## src/rtl/jtdsp16_fetch_seq.sv

```systemverilog
// Instruction fetch sequencer for the XAAU: decodes ROM words, squashes words fetched
// behind a PC redirect, sequences the second word of R=N and arbitrates the external irq.
module jtdsp16_fetch_seq #(
  parameter int ROM_LAT = 1,
  parameter bit IRQ_EN  = 1'b1
) (
  input  logic        rst_i,
  input  logic        clk_i,
  input  logic        cen_i,
  input  logic [15:0] rom_dout_i,
  input  logic        irq_i,
  input  logic        halt_i,
  output logic        goto_ja_o,
  output logic        call_ja_o,
  output logic        goto_b_o,
  output logic        icall_o,
  output logic        ram_load_o,
  output logic        post_inc_o,
  output logic        imm_load_o,
  output logic        pc_halt_o,
  output logic [2:0]  r_field_o,
  output logic [11:0] i_field_o,
  output logic        ext_irq_o,
  output logic        shadow_o,
  output logic [15:0] inst_o,
  output logic        inst_ok_o
);

  typedef enum logic [1:0] {
    ST_FLUSH = 2'd0,
    ST_EXEC  = 2'd1,
    ST_IMM   = 2'd2
  } state_t;

  localparam logic [1:0] SQ_INIT = 2'(ROM_LAT);

  state_t      state_q, state_d;
  logic [1:0]  sq_q, sq_d;
  logic        shadow_q, shadow_d;
  logic [2:0]  rlat_q, rlat_d;

  logic [4:0]  t_s;
  logic        exec_s;
  logic        is_gja_s, is_cja_s, is_gb_s, is_ic_s, is_rl_s, is_rn_s;
  logic        redirect_word_s;
  logic        ireturn_s;

  // Instruction class decode, qualified by a live executing slot
  always_comb begin
    t_s             = rom_dout_i[15:11];
    exec_s          = (state_q == ST_EXEC) && !halt_i;
    is_gja_s        = (t_s[4:1] == 4'b0000);
    is_cja_s        = (t_s[4:1] == 4'b1000);
    is_gb_s         = (t_s == 5'b11000);
    is_ic_s         = (t_s == 5'b01110);
    is_rl_s         = (t_s == 5'b00111);
    is_rn_s         = (t_s == 5'b01010);
    redirect_word_s = is_gja_s | is_cja_s | is_gb_s | is_ic_s;
    ireturn_s       = is_gb_s && (rom_dout_i[10:8] == 3'b001);
  end

  // Output strobes and fields; the irq never steals a slot that already redirects or owns an immediate
  always_comb begin
    goto_ja_o  = exec_s & is_gja_s;
    call_ja_o  = exec_s & is_cja_s;
    goto_b_o   = exec_s & is_gb_s;
    icall_o    = exec_s & is_ic_s;
    ram_load_o = exec_s & is_rl_s;
    post_inc_o = exec_s & is_rl_s & rom_dout_i[0];
    imm_load_o = (state_q == ST_IMM) && !halt_i;
    pc_halt_o  = halt_i;
    ext_irq_o  = IRQ_EN & irq_i & ~shadow_q & exec_s & ~redirect_word_s & ~is_rn_s;
    shadow_o   = shadow_q;
    inst_o     = rom_dout_i;
    i_field_o  = rom_dout_i[11:0];
    inst_ok_o  = exec_s;
    if (state_q == ST_IMM) begin
      r_field_o = rlat_q;
    end else begin
      r_field_o = rom_dout_i[6:4];
    end
  end

  // Next-state: squash countdown, immediate sequencing and interrupt shadow
  always_comb begin
    state_d  = state_q;
    sq_d     = sq_q;
    shadow_d = shadow_q;
    rlat_d   = rlat_q;
    if (!halt_i) begin
      case (state_q)
        ST_FLUSH: begin
          sq_d = sq_q - 2'd1;
          if (sq_q <= 2'd1) begin
            state_d = ST_EXEC;
          end else begin
            state_d = ST_FLUSH;
          end
        end
        ST_EXEC: begin
          if (goto_ja_o | call_ja_o | icall_o | goto_b_o | ext_irq_o) begin
            state_d = ST_FLUSH;
            sq_d    = SQ_INIT;
          end else if (is_rn_s) begin
            state_d = ST_IMM;
            rlat_d  = rom_dout_i[6:4];
          end else begin
            state_d = ST_EXEC;
          end
        end
        ST_IMM: begin
          state_d = ST_EXEC;
        end
        default: begin
          state_d = ST_FLUSH;
          sq_d    = SQ_INIT;
        end
      endcase
      if (ext_irq_o | icall_o) begin
        shadow_d = 1'b1;
      end else if (goto_b_o & ireturn_s) begin
        shadow_d = 1'b0;
      end else begin
        shadow_d = shadow_q;
      end
    end else begin
      state_d  = state_q;
      sq_d     = sq_q;
      shadow_d = shadow_q;
      rlat_d   = rlat_q;
    end
  end

  // State registers, advanced only on enabled cycles
  always_ff @(posedge clk_i or posedge rst_i) begin
    if (rst_i) begin
      state_q  <= ST_FLUSH;
      sq_q     <= SQ_INIT;
      shadow_q <= 1'b0;
      rlat_q   <= 3'd0;
    end else if (cen_i) begin
      state_q  <= state_d;
      sq_q     <= sq_d;
      shadow_q <= shadow_d;
      rlat_q   <= rlat_d;
    end
  end

endmodule
```

## config.mk

```make
export PLATFORM = sky130hd
export DESIGN_NAME = jtdsp16_fetch_seq
export DESIGN_NICKNAME = d
export VERILOG_FILES = /design/src/rtl/jtdsp16_fetch_seq.sv
export SDC_FILE = /design/constraint.sdc
export NUM_CORES = 1
export LEC_CHECK = 0
export CAP_MARGIN = 10
export CORE_MARGIN = 2
export CORE_UTILIZATION = 37
export CTS_CLUSTER_SIZE = 40
export DETAILED_ROUTE_END_ITERATION = 8
export GPL_ROUTABILITY_DRIVEN = 0
export PLACE_DENSITY = 0.92
export SLEW_MARGIN = 20
export SYNTH_ARGS = -nofsm -noshare
export SYNTH_HDL_FRONTEND = slang
export SYNTH_SLANG_ARGS = --single-unit
```

## constraint.sdc

```tcl
create_clock -name clk_i -period 4.11 [get_ports clk_i]
set_input_delay 1.233 -clock clk_i [delete_from_list [all_inputs] [get_ports clk_i]]
set_output_delay 1.233 -clock clk_i [all_outputs]
set_load 0.02 [all_outputs]
```

**Word-level counts from Yosys, hierarchy flattened**

Cells that the tools add are included.

- Output and inout bits: 42
- Register bits after elaboration: 8
- Logic and storage cells: 60

- Bitwise operators: 25
- Equal/unequal tests: 9
- Add/sub/neg operators: 1
- Order comparisons: 1
- Muxes and demuxes: 9
- Reductions and logical operators: 11

Operators with widths:

| operator | count |
|---|---|
| $pmux 2 s3 | 2 |
| $and 1x1->1 | 11 |
| $eq 5x4->1 const B | 2 |
| $or 1x1->1 | 8 |
| $mux 2 | 3 |
| $not 1->1 | 6 |
| $eq 5x3->1 const B | 1 |
| $eq 5x5->1 const B | 1 |
| $reduce_and 5->1 | 1 |
| $eq 4x4->1 const B | 1 |
| $logic_not 4->1 | 1 |
| $reduce_and 4->1 | 1 |
| $eq 3x1->1 const B | 1 |
| $logic_and 1x1->1 | 3 |
| $mux 1 | 3 |
| $mux 3 | 1 |
| $reduce_and 3->1 | 1 |
| $eq 2x1->1 const B | 1 |
| $eq 2x2->1 const B | 1 |
| $le 2x1->1 const B | 1 |
| $logic_not 2->1 | 1 |
| $ne 2x1->1 const B | 1 |
| $reduce_and 2->1 | 1 |
| $reduce_bool 2->1 | 1 |
| other kinds (2) | 2 |

**Longest topological paths before layout**

Gate-level depths: netlist of the first run.

- Depth in word-level cells: 10
- Mapped depth: 6

**Worst setup path after synthesis of the first run**

No wires, ideal clock.

- Kind: in2out
- From: input port halt_i
- To: output port icall_o
- Arrival time: 2.314 ns
- Stages on the path: 4
- Setup slack: 0.563 ns
- Cell sequence: nand2b_2 inv_2 nand3b_1 nor4_1

- Word-level cells in the longest chain between the ends: 3

Ends and longest elaborated chain:

| element | line | text |
|---|---|---|
| start, declared | 12 | `input logic halt_i,` |
| $logic_not 1->1 | n/a |  |
| $logic_and 1x1->1 | 51 | `exec_s = (state_q == ST_EXEC) && !halt_i;` |
| via inst_ok_o | 26 | `output logic inst_ok_o` |
| $and 1x1->1 | 67 | `icall_o = exec_s & is_ic_s;` |
| end, declared | 16 | `output logic icall_o,` |

The timed path passes the listed nets, and every way through them passes these cells.

**Worst setup path in the final report of the first run**

- From: input port rom_dout_i[15]
- To: output port ext_irq_o

- Word-level cells in the longest chain between the ends: 7
- Elaborated cells between the ends (all ways): 12

Ends and longest elaborated chain:

| element | line | text |
|---|---|---|
| start, declared | 10 | `input logic [15:0] rom_dout_i,` |
| $eq 4x4->1 / $logic_not 4->1 (equally long branches) | 53, 52 |  |
| $or 1x1->1 (3 in a row) | 58 | `redirect_word_s = is_gja_s \| is_cja_s \| is_gb_s \| is_ic_s;` |
| $not 1->1 | 72 | `ext_irq_o = IRQ_EN & irq_i & ~shadow_q & exec_s & ~redirect_word_s & ~is_rn_s;` |
| $and 1x1->1 | 72 |  |
| $and 1x1->1 (*) | 72 |  |
| end, declared | 23 | `output logic ext_irq_o,` |

Every way passes the cells marked *; elsewhere a longest branch is shown, timed or not.

==> results_tabular.tex, run 1 <==
\begin{tabular}{lr}
\hline
Metric & Value \\
\hline
\multicolumn{2}{l}{\textbf{Outcome}} \\
\quad Run status & finished clean \\
\multicolumn{2}{l}{\textbf{Floorplanning}} \\
\quad Total die area & 2790 um2 \\
\quad Die X-Extent & about 53 um \\
\quad Die Y & 52.8 um \\
\quad Starting utilization of the core area & about two fifths \\
\quad Ports & 63 \\
\quad Core outline area & roughly 2200 um2 \\
\quad Standard-cell rows & 17 \\
\multicolumn{2}{l}{\textbf{Finish}} \\
\quad Fillers & roughly 210 \\
\quad Most common cell after layout, fill and taps aside & clkdlybuf4s50\_1 \\
\quad Layout cell share with drive strength beyond 1 & 23.0\% \\
\quad Top library cells by usage in the layout, fill and taps aside & clkdlybuf4s50\_1 (43), buf\_4 (13), nor2\_1 (8), dfrtp\_1 (7) \\
\quad Final core occ & 59.1\% \\
\quad Diode insertion count for antenna repair & 0 \\
\quad Fin nets & 162 \\
\quad Layout Area Growth over Synthesis & 49.6\% \\
\multicolumn{2}{l}{\textbf{Synthesis}} \\
\quad Proportion of synthesized chip area in sequential cells & 22.8\% \\
\quad Count of flip-flops with a built-in enable after synthesis & 0 \\
\quad Post-synthesis share of cell area spent on xor and xnor gates & 0\% \\
\quad Syn Area/Cell & 8.65 um2 \\
\quad Gate Count Post-Synth & a little over 100 \\
\quad Synth warn & 0 \\
\quad Main combinational cell family by area after synthesis & simple AND/OR/NAND/NOR gates \\
\quad Total nets after synthesis & 124 \\
\quad Proportion of synthesized area in mux cells & between 7 and 8\% \\
\quad Area share of fa/ha/maj cells after synthesis & 1.42\% \\
\quad Post-synthesis simple-gate area fraction & between 20\% and 30\% \\
\quad Post-synthesis register bit count & 8 \\
\quad Number of library cell types mapped by synthesis & 36 \\
\quad Combined area of all synthesized cells & 882 um2 \\
\quad Synth Area in Compound Gates & 11.9\% \\
\quad Share of flip-flops with an asynchronous set or reset & 100\% \\
\quad Post-synth top flop & dfrtp\_1 \\
\multicolumn{2}{l}{\textbf{Clock network}} \\
\quad Deepest level of the CTS H-tree & 1 \\
\quad Number of sinks on the clock net & 8 \\
\quad Clock input transition at the sequential cells of the worst setup and hold paths & 60 ps \\
\quad CTS Buf Count & 3 \\
\quad Clock Path Buffers & 2 \\
\quad Clock root buffer & clkbuf\_4 \\
\quad Worst-Skew Late Latency & 260 ps \\
\quad TritonCTS clock tree & built \\
\multicolumn{2}{l}{\textbf{Global route}} \\
\quad Antenna violations before repair & 0 \\
\quad Via count of the first global-routing pass & 909 \\
\quad Total global routing overflow & 0 \\
\quad Wire length of the first global-routing pass & 4020 um \\
\quad All-layer global routing usage & 19.9\% \\
\quad Maximum number of pins on one net before global-route repair & 9 \\
\multicolumn{2}{l}{\textbf{Drt}} \\
\quad Final antenna-violating net count & 0 \\
\quad Vias after detailed routing & around 860 \\
\quad Avg WL per Cell & 14.7 um \\
\quad Wirelength, routed & 2450 um \\
\quad DRC violation count after routing & 0 \\
\quad Number of design-rule violations left by the first detailed-router iteration & 20 \\
\quad Number of detailed-routing iterations run before antenna repair & 4 \\
\quad Ratio of routed vias to standard cells & 5.16 \\
\multicolumn{2}{l}{\textbf{Timing}} \\
\quad Final cycle utilization of the critical path & roughly 100\% \\
\quad Post-route worst hold slack & 516 ps \\
\quad Clock period minus final worst setup slack & 4030 ps \\
\quad Unrepaired setup endpoints after global routing & false \\
\quad Final Skew & 11.8 ps \\
\quad Max Clock Freq & about 0.25 GHz \\
\quad Pins Over Slew Limit & 0 \\
\quad Worst Tran Pin Value & 341 ps \\
\quad Crit path setup slack, layout & 76.8 ps \\
\quad Number of hold-slack violations in the final timing report & 0 \\
\quad Finish-stage setup viols & 0 \\
\quad Total negative setup slack & 0 ps \\
\quad Normalized max-slew margin & between 70\% and 80\% \\
\multicolumn{2}{l}{\textbf{Job}} \\
\quad Maxcap violations & 0 \\
\multicolumn{2}{l}{\textbf{Placed design}} \\
\quad Worst Setup Slack post-DPL & -180 ps \\
\quad Buffers on Ports & 50 \\
\quad Post-DP HPWL & between 2000 and 2500 um \\
\multicolumn{2}{l}{\textbf{Setup path}} \\
\quad Data arrival, critical path & roughly 2800 ps \\
\quad Kind of start point of the critical path & primary input \\
\quad Required time reported for the critical path endpoint & between 2000 and 3000 ps \\
\quad Critical path type & primary input to output port \\
\quad Maximum fanout along the worst path & 5 \\
\quad Element type at the critical path end & output port \\
\multicolumn{2}{l}{\textbf{Power and ir drop}} \\
\quad Leakage dissipation & 0.599 nW \\
\quad Ratio of total power to cell area & 308 nW/um2 \\
\quad Peak supply drop & 0.207 mV \\
\multicolumn{2}{l}{\textbf{Hold path}} \\
\quad Class of the tightest hold or removal check & register to register \\
\hline
\end{tabular}
-- repair_timing --
| item | CTS | global route |
|---|---|---|
| hold buffers | 0 | 0 |
| buffers inserted | 0 | 0 |
| endpoints found under the setup margin | 6 | 2 |
| gates resized for setup | 6 | 2 |
| gates cloned | 0 | 0 |
-- critical path, cell delays in order --
cell             delay [ps]
clkdlybuf4s50_1         540
and4bb_4                260
nor3_2                  220
and3_2                  220
dlygate4sd2_1           330
-- cell families (layout without fill, tap and decap cells) --
| group | after synthesis | in the layout |
|---|---|---|
| and+or+nand+nor | 36 | 36 |
| adders and majority gates | 1 | 1 |
| buffers and inverters | 36 | 73 |
| DFF | 8 | 8 |
| AOI/OAI and AO/OA | 15 | 15 |
| muxes | 6 | 6 |
-- cell type report --
type | instances | area, um2 | share of cell area, %
repair buffers | 63 | 593 | 44.9
flip-flops and latches | 8 | 201 | 15.3
well taps | 28 | 35.0 | 2.65
multi-input cells | 58 | 442 | 33.5
inverters | 6 | 22.5 | 1.71
clock buffers | 4 | 26.3 | 1.99
-- Yosys cell counts (3+ instances only) --
| cell | instances | share of area (%) |
|---|---|---|
| o21ai_0 | 3 | 1.7 |
| buf_4 | 29 | 25 |
| nand3b_1 | 3 | 2.6 |
| dfrtp_1 | 7 | 20 |
| inv_1 | 5 | 2.1 |
| nand2b_1 | 3 | 2.1 |
| nand2_1 | 3 | 1.3 |
| a21oi_1 | 5 | 2.8 |
| nor3_1 | 3 | 1.7 |
| nor2_1 | 8 | 3.4 |
| nor4b_1 | 3 | 3.0 |
| mux2_2 | 6 | 7.7 |
-- report_power, final --
part	switching, mW	internal (mW)
clock network	0.0275	0.0372
logic	0.103	0.110
registers	0.0235	0.106
-- final timing paths --
path                       slack (ps)  cells past startpoint   endpoint      startpoint
setup / recovery                   80                      5  ext_irq_o  rom_dout_i[15]
hold / removal                    520                      1  rlat_q[1]       rlat_q[1]
setup reg to reg                 2420                      7   shadow_o      state_q[1]
hold reg to reg                   520                      1  rlat_q[1]       rlat_q[1]
max in group asynchronous        2600                      2    sq_q[0]           rst_i
min in group asynchronous        1220                      2  rlat_q[0]           rst_i
-- stage by stage --
| stage | cell area (um2) | total power [mW] | cells |
|---|---|---|---|
| after global routing | 1320 | 0.441 | 167 |
| after floorplan | 882 | 0.269 | 102 |
| after global placement | 1290 | 0.333 | 163 |
| after CTS | 1310 | 0.411 | 167 |
| after detailed placement | 1290 | 0.344 | 163 |
| final | 1320 | 0.407 | 167 |
-- routing by layer --
| layer | wire length (um) | up-vias | GRT usage [%] |
|---|---|---|---|
| met5 | 0 | - | 0 |
| met3 | 182 | 8 | 5.14 |
| li1 | - | 403 | - |
| met4 | 40 | 0 | 10.3 |
| met2 | 1280 | 51 | 35.0 |
| met1 | 944 | 399 | 21.6 |
-- flip-flops by register name, summed over array words and instances (netlist names) --
name,count
state_q,2
sq_q,2
rlat_q,3
shadow_o,1
(Power assumes the default switching activity.)
==> run 2: changes to the inputs <==
--- a/config.mk
+++ b/config.mk
@@ -11,8 +11,8 @@
 export CTS_CLUSTER_SIZE = 40
 export DETAILED_ROUTE_END_ITERATION = 8
 export GPL_ROUTABILITY_DRIVEN = 0
+export MAX_ROUTING_LAYER = met4
 export PLACE_DENSITY = 0.92
-export SLEW_MARGIN = 20
 export SYNTH_ARGS = -nofsm -noshare
 export SYNTH_HDL_FRONTEND = slang
 export SYNTH_SLANG_ARGS = --single-unit
==> run 2 against run 1 <==
Against the previous run:
- register-to-register slack worse by 30 ps
- clock-buffer cell count did not move
- critical path depth did not move
- first-iteration DRC count fell by 10%
- sequential cell count stayed put
- sequential power about the same
- final cell count did not move
- global-route usage is 0.45 points higher
- combinational power about the same
- fmax hardly changed
- critical endpoint unchanged
==> results_tabular.tex, run 2 (synthesized netlist as in run 1, its figures left out) <==
\begin{tabular}{lr}
\hline
Metric & Value \\
\hline
\multicolumn{2}{l}{\textbf{Finish}} \\
\quad Top library cells by usage in the layout, fill and taps aside & clkdlybuf4s50\_1 (43), buf\_4 (13), nor2\_1 (8), dfrtp\_1 (7) \\
\quad Diode insertion count for antenna repair & 0 \\
\quad Finished layout cell area & 1320 um2 \\
\quad Fillers & 214 \\
\quad Fin nets & between 150 and 200 \\
\quad Top flop regs & rlat\_q (3), sq\_q (2), state\_q (2) \\
\quad Most flops, register & rlat\_q \\
\quad Final core occ & 59.1\% \\
\quad Number of flip-flops in the largest register & 3 \\
\quad Non-filler cells in the finished layout & 167 \\
\quad Most common cell after layout, fill and taps aside & clkdlybuf4s50\_1 \\
\quad Layout Area Growth over Synthesis & 49.6\% \\
\quad Layout cell share with drive strength beyond 1 & a little under a quarter \\
\multicolumn{2}{l}{\textbf{Clock network}} \\
\quad Deepest level of the CTS H-tree & 1 \\
\quad TritonCTS clock tree & built \\
\quad Post-CTS repair timing setup buffer count & 0 \\
\quad Number of sinks on the clock net & 8 \\
\quad CTS Buf Count & 3 \\
\quad Worst-Skew Late Latency & 260 ps \\
\quad Clock input transition at the sequential cells of the worst setup and hold paths & approximately 60 ps \\
\quad Clock Path Buffers & 2 \\
\quad Clock root buffer & clkbuf\_4 \\
\quad Total of hold buffers inserted after clock tree synthesis & 0 \\
\multicolumn{2}{l}{\textbf{Setup path}} \\
\quad Flop-to-flop setup slack & 2390 ps \\
\quad Critical path type & primary input to output port \\
\quad Worst R2R Start & state\_q[1] \\
\quad Maximum fanout along the worst path & 5 \\
\quad Required time reported for the critical path endpoint & 2880 ps \\
\quad Data arrival, critical path & 2800 ps \\
\quad Path depth of the worst reg2reg path & 7 \\
\quad Element type at the critical path end & output port \\
\quad Destination of the worst register-to-register timing path & shadow\_o \\
\quad Kind of start point of the critical path & primary input \\
\multicolumn{2}{l}{\textbf{Timing}} \\
\quad Clock period minus final worst setup slack & $\sim$4000 ps \\
\quad Number of hold-slack violations in the final timing report & 0 \\
\quad Final Skew & between 10 and 15 ps \\
\quad Pins Over Slew Limit & 0 \\
\quad Final cycle utilization of the critical path & 98.0\% \\
\quad Crit path setup slack, layout & 80.2 ps \\
\quad Max Clock Freq & approximately 0.25 GHz \\
\quad Finish-stage setup viols & 0 \\
\quad Unrepaired setup endpoints after global routing & false \\
\quad Total negative setup slack & 0 ps \\
\quad Normalized max-slew margin & 77.1\% \\
\quad Post-route worst hold slack & slightly above 500 ps \\
\quad Worst Tran Pin Value & about 340 ps \\
\multicolumn{2}{l}{\textbf{Drt}} \\
\quad Ratio of routed vias to standard cells & 5.16 \\
\quad Wirelength, routed & 2420 um \\
\quad Avg WL per Cell & 14.5 um \\
\quad Final antenna-violating net count & 0 \\
\quad Vias after detailed routing & 861 \\
\quad Number of design-rule violations left by the first detailed-router iteration & 18 \\
\quad Number of detailed-routing iterations run before antenna repair & 4 \\
\quad DRC violation count after routing & 0 \\
\multicolumn{2}{l}{\textbf{Global route}} \\
\quad Via count of the first global-routing pass & 915 \\
\quad Wire length of the first global-routing pass & 4010 um \\
\quad Total global routing overflow & 0 \\
\quad All-layer global routing usage & 20.3\% \\
\quad Antenna violations before repair & 0 \\
\quad Maximum number of pins on one net before global-route repair & 9 \\
\multicolumn{2}{l}{\textbf{Floorplanning}} \\
\quad Ports & 63 \\
\quad Die Y & 52.8 um \\
\quad Core outline area & between 2000 and 2500 um2 \\
\quad Standard-cell rows & 17 \\
\quad Die X-Extent & 52.8 um \\
\quad Starting utilization of the core area & 39.5\% \\
\quad Total die area & 2790 um2 \\
\multicolumn{2}{l}{\textbf{Power and ir drop}} \\
\quad Part of the power in the clock network & 15.7\% \\
\quad Part of the power in registers & between 30\% and 40\% \\
\quad Psw & 153 uW \\
\quad Leakage dissipation & 0.599 nW \\
\quad Peak supply drop & roughly 0.21 mV \\
\quad Internal portion of total power & 253 uW \\
\quad Part of the power in combinational logic & 52.3\% \\
\quad Sw frac & 37.7\% \\
\quad Total power after layout & 406 uW \\
\quad Ratio of total power to cell area & 307 nW/um2 \\
\multicolumn{2}{l}{\textbf{Hold path}} \\
\quad Class of the tightest hold or removal check & register to register \\
\quad Endpoint, Worst Hold & rlat\_q[1] \\
\quad Count of cells along the worst hold path & 1 \\
\quad Beginning of the worst hold path & rlat\_q[1] \\
\multicolumn{2}{l}{\textbf{Placed design}} \\
\quad Buffers on Ports & 50 \\
\quad Cell area after placement & 1290 um2 \\
\quad Worst Setup Slack post-DPL & -180 ps \\
\quad Inst Count DP & around 160 \\
\quad Post-DP HPWL & 2020 um \\
\multicolumn{2}{l}{\textbf{Outcome}} \\
\quad Run status & finished clean \\
\multicolumn{2}{l}{\textbf{Job}} \\
\quad Maxcap violations & 0 \\
\hline
\end{tabular}
==> run 2: worst max path at each step <==
stage	start	to	slack (ps)	cells past startpoint
finish	rom_dout_i[15]	ext_irq_o	80	5
global route	rom_dout_i[13]	post_inc_o	40	5
global placement	rom_dout_i[15]	ext_irq_o	-70	5
floorplan	halt_i	icall_o	560	4
detailed placement	rom_dout_i[15]	ext_irq_o	-180	5
CTS	rom_dout_i[13]	ram_load_o	20	4
==> run 2: metal layers <==
metal | vias to the layer above | share of wire, % | track usage (%)
met4 | 0 | 0.95 | 10.3
met1 | 404 | 39 | 21.6
met5 | - | 0 | -
met3 | 4 | 7.3 | 4.86
met2 | 49 | 53 | 35.0
li1 | 404 | - | -
==> run 2: power groups by stage <==
stage / clock, mW / sequential [mW] / combinational [mW]
global route: 0.0767 / 0.133 / 0.232
finish: 0.0638 / 0.130 / 0.212
global placement: 0 / 0.128 / 0.205
detailed placement: 0 / 0.131 / 0.213
floorplan: 0 / 0.130 / 0.139
CTS: 0.0688 / 0.129 / 0.213
==> run 2: critical path, stage by stage <==
cell and delay [ps]:
clkdlybuf4s50_1 540, and4bb_4 260, nor3_2 220, and3_2 220, dlygate4sd2_1 330
==> run 2: repair_timing <==
| action | in CTS | in global routing |
|---|---|---|
| endpoints found under the setup margin | 6 | 2 |
| gates resized for setup | 6 | 2 |
| pin swaps | 0 | 0 |
==> run 2: layout make-up <==
| cell class | instances | area (um2) | share of cell area [%] |
|---|---|---|---|
| flip-flops and latches | 8 | 201 | 15.3 |
| multi-input cells | 58 | 442 | 33.5 |
| repair buffers | 63 | 593 | 44.9 |
| clock buffers | 4 | 26.3 | 1.99 |
| well taps | 28 | 35.0 | 2.65 |
| inverters | 6 | 22.5 | 1.71 |
==> variant (flow settings as in run 1) <==
The parameter `IRQ_EN` goes from 1'b1 to 1'b0.
--- a/src/rtl/jtdsp16_fetch_seq.sv
+++ b/src/rtl/jtdsp16_fetch_seq.sv
@@ -3,5 +3,5 @@
 module jtdsp16_fetch_seq #(
   parameter int ROM_LAT = 1,
-  parameter bit IRQ_EN  = 1'b1
+  parameter bit IRQ_EN  = 1'b0
 ) (
   input  logic        rst_i,
Behaviour: not the same (Yosys sat finds a counterexample within 4 cycles, from zero or initial values and one cycle with rst_i high).
==> variant against run 1 <==
- via count shrank 14%
- first-iteration DRC count down 10%
- sequential cell count is the same
- routed wire length shrank 16%
- setup slack improved by 93 ps
- total power down 32%
- cell area is 8.4% lower
- register-to-register slack improved by 20 ps
- area after synthesis down 8.2%
==> variant: results (changes against run 1) <==
metric	value	unit	change
Worst Path Arrival	2710	ps	-90 ps
DR vias/cell	5.027		-2.5%
post-placement cell area	1174	um2	-9.2%
CTS resizes	7		+1
dpl cells	143		-12%
VDD IR-drop max	0.1676	mV	-19%
IO buf count	48		-4.0%
first-pass GRT wire length	3.167	mm	-21%
cells after synthesis	88		-14%
post-synthesis compound-gate area fraction	0.1005		-0.01869
Synth area leaders	buf_4 28%, dfrtp_1 22%, mux2_4 5.6%		
combinational share of power	0.418		-0.104
drt wl/cell	14.06	um	-4.1%
Netlist cell types	33		-8.3%
CP max stage delay	500	ps	-40 ps
largest family of logic cells by synthesized area	buffers and inverters		
Synthesized Nets	110		-11%
Seq pwr share	0.346		+0.027
sequential area share after synthesis	0.2488		+0.02047
most instantiated cells after synthesis	30 x buf_4, 7 x dfrtp_1, 4 x inv_1		
sw frac	0.3187		-0.05918
outcome	completed		
DRT iter0 DRCs	18		-10%
HPWL after DPL	1.682	mm	-17%
Leak Pwr	0.5479	nW	-8.5%
layout cell share with drive strength beyond 1	0.2083		-0.02188
Place WS	-146.0	ps	+34.17 ps
-- variant: kinds of logic (layout without fill, tap and decap cells) --
group,after synthesis,count (layout)
buf+inv,34,66
simple gates,27,27
compound gates,11,11
flops,8,8
mux,6,6
fa+ha+maj,1,1
other cells,1,1
-- variant: worst max-delay path: cells and delay by family --
| family | cells | cell delay, ps |
|---|---|---|
| buf+inv | 3 | 1020 |
| simple gates | 2 | 450 |
-- variant: cell type report --
class | instances | area (um2)
inverters | 4 | 15.01
repair buffers | 58 | 551.8
well taps | 27 | 33.78
flip-flops and latches | 8 | 201.4
multi-input cells | 46 | 380.4
clock buffers | 4 | 26.28
fillers | 180 | 813.3
-- variant: final timing paths --
path,from,end,slack (ps),cells after the start
worst min-delay path,shadow_o$_DFFE_PP0P_,shadow_o$_DFFE_PP0P_,500,1
max in group asynchronous,rst_i,sq_q[0]$_DFFE_PP1P_,2590,2
min in group asynchronous,rst_i,rlat_q[1]$_DFFE_PP0P_,1230,2
worst max register to register,state_q[1]$_DFFE_PP0P_,rlat_q[1]$_DFFE_PP0P_,2440,3
worst max-delay path,halt_i,icall_o,170,5
worst min register to register,shadow_o$_DFFE_PP0P_,shadow_o$_DFFE_PP0P_,500,1
-- variant: metrics by stage --
stage / hold WS (ps) / TNS (ps)
floorplan: 477.4 / 0
global placement: 486.8 / -374.7
detailed placement: 488.9 / -421.6
CTS: 507.5 / 0
global route: 517.9 / 0
finish: 504.6 / 0
-- variant: per-layer routing --
metal  vias to the layer above  global-route usage  share of wire
met2                        49              0.2982           0.51
met4                         0             0.03153          0.010
met5                         -                   0              0
met1                       334              0.1828           0.39
met3                         6             0.05952          0.079
li1                        350                   -              -
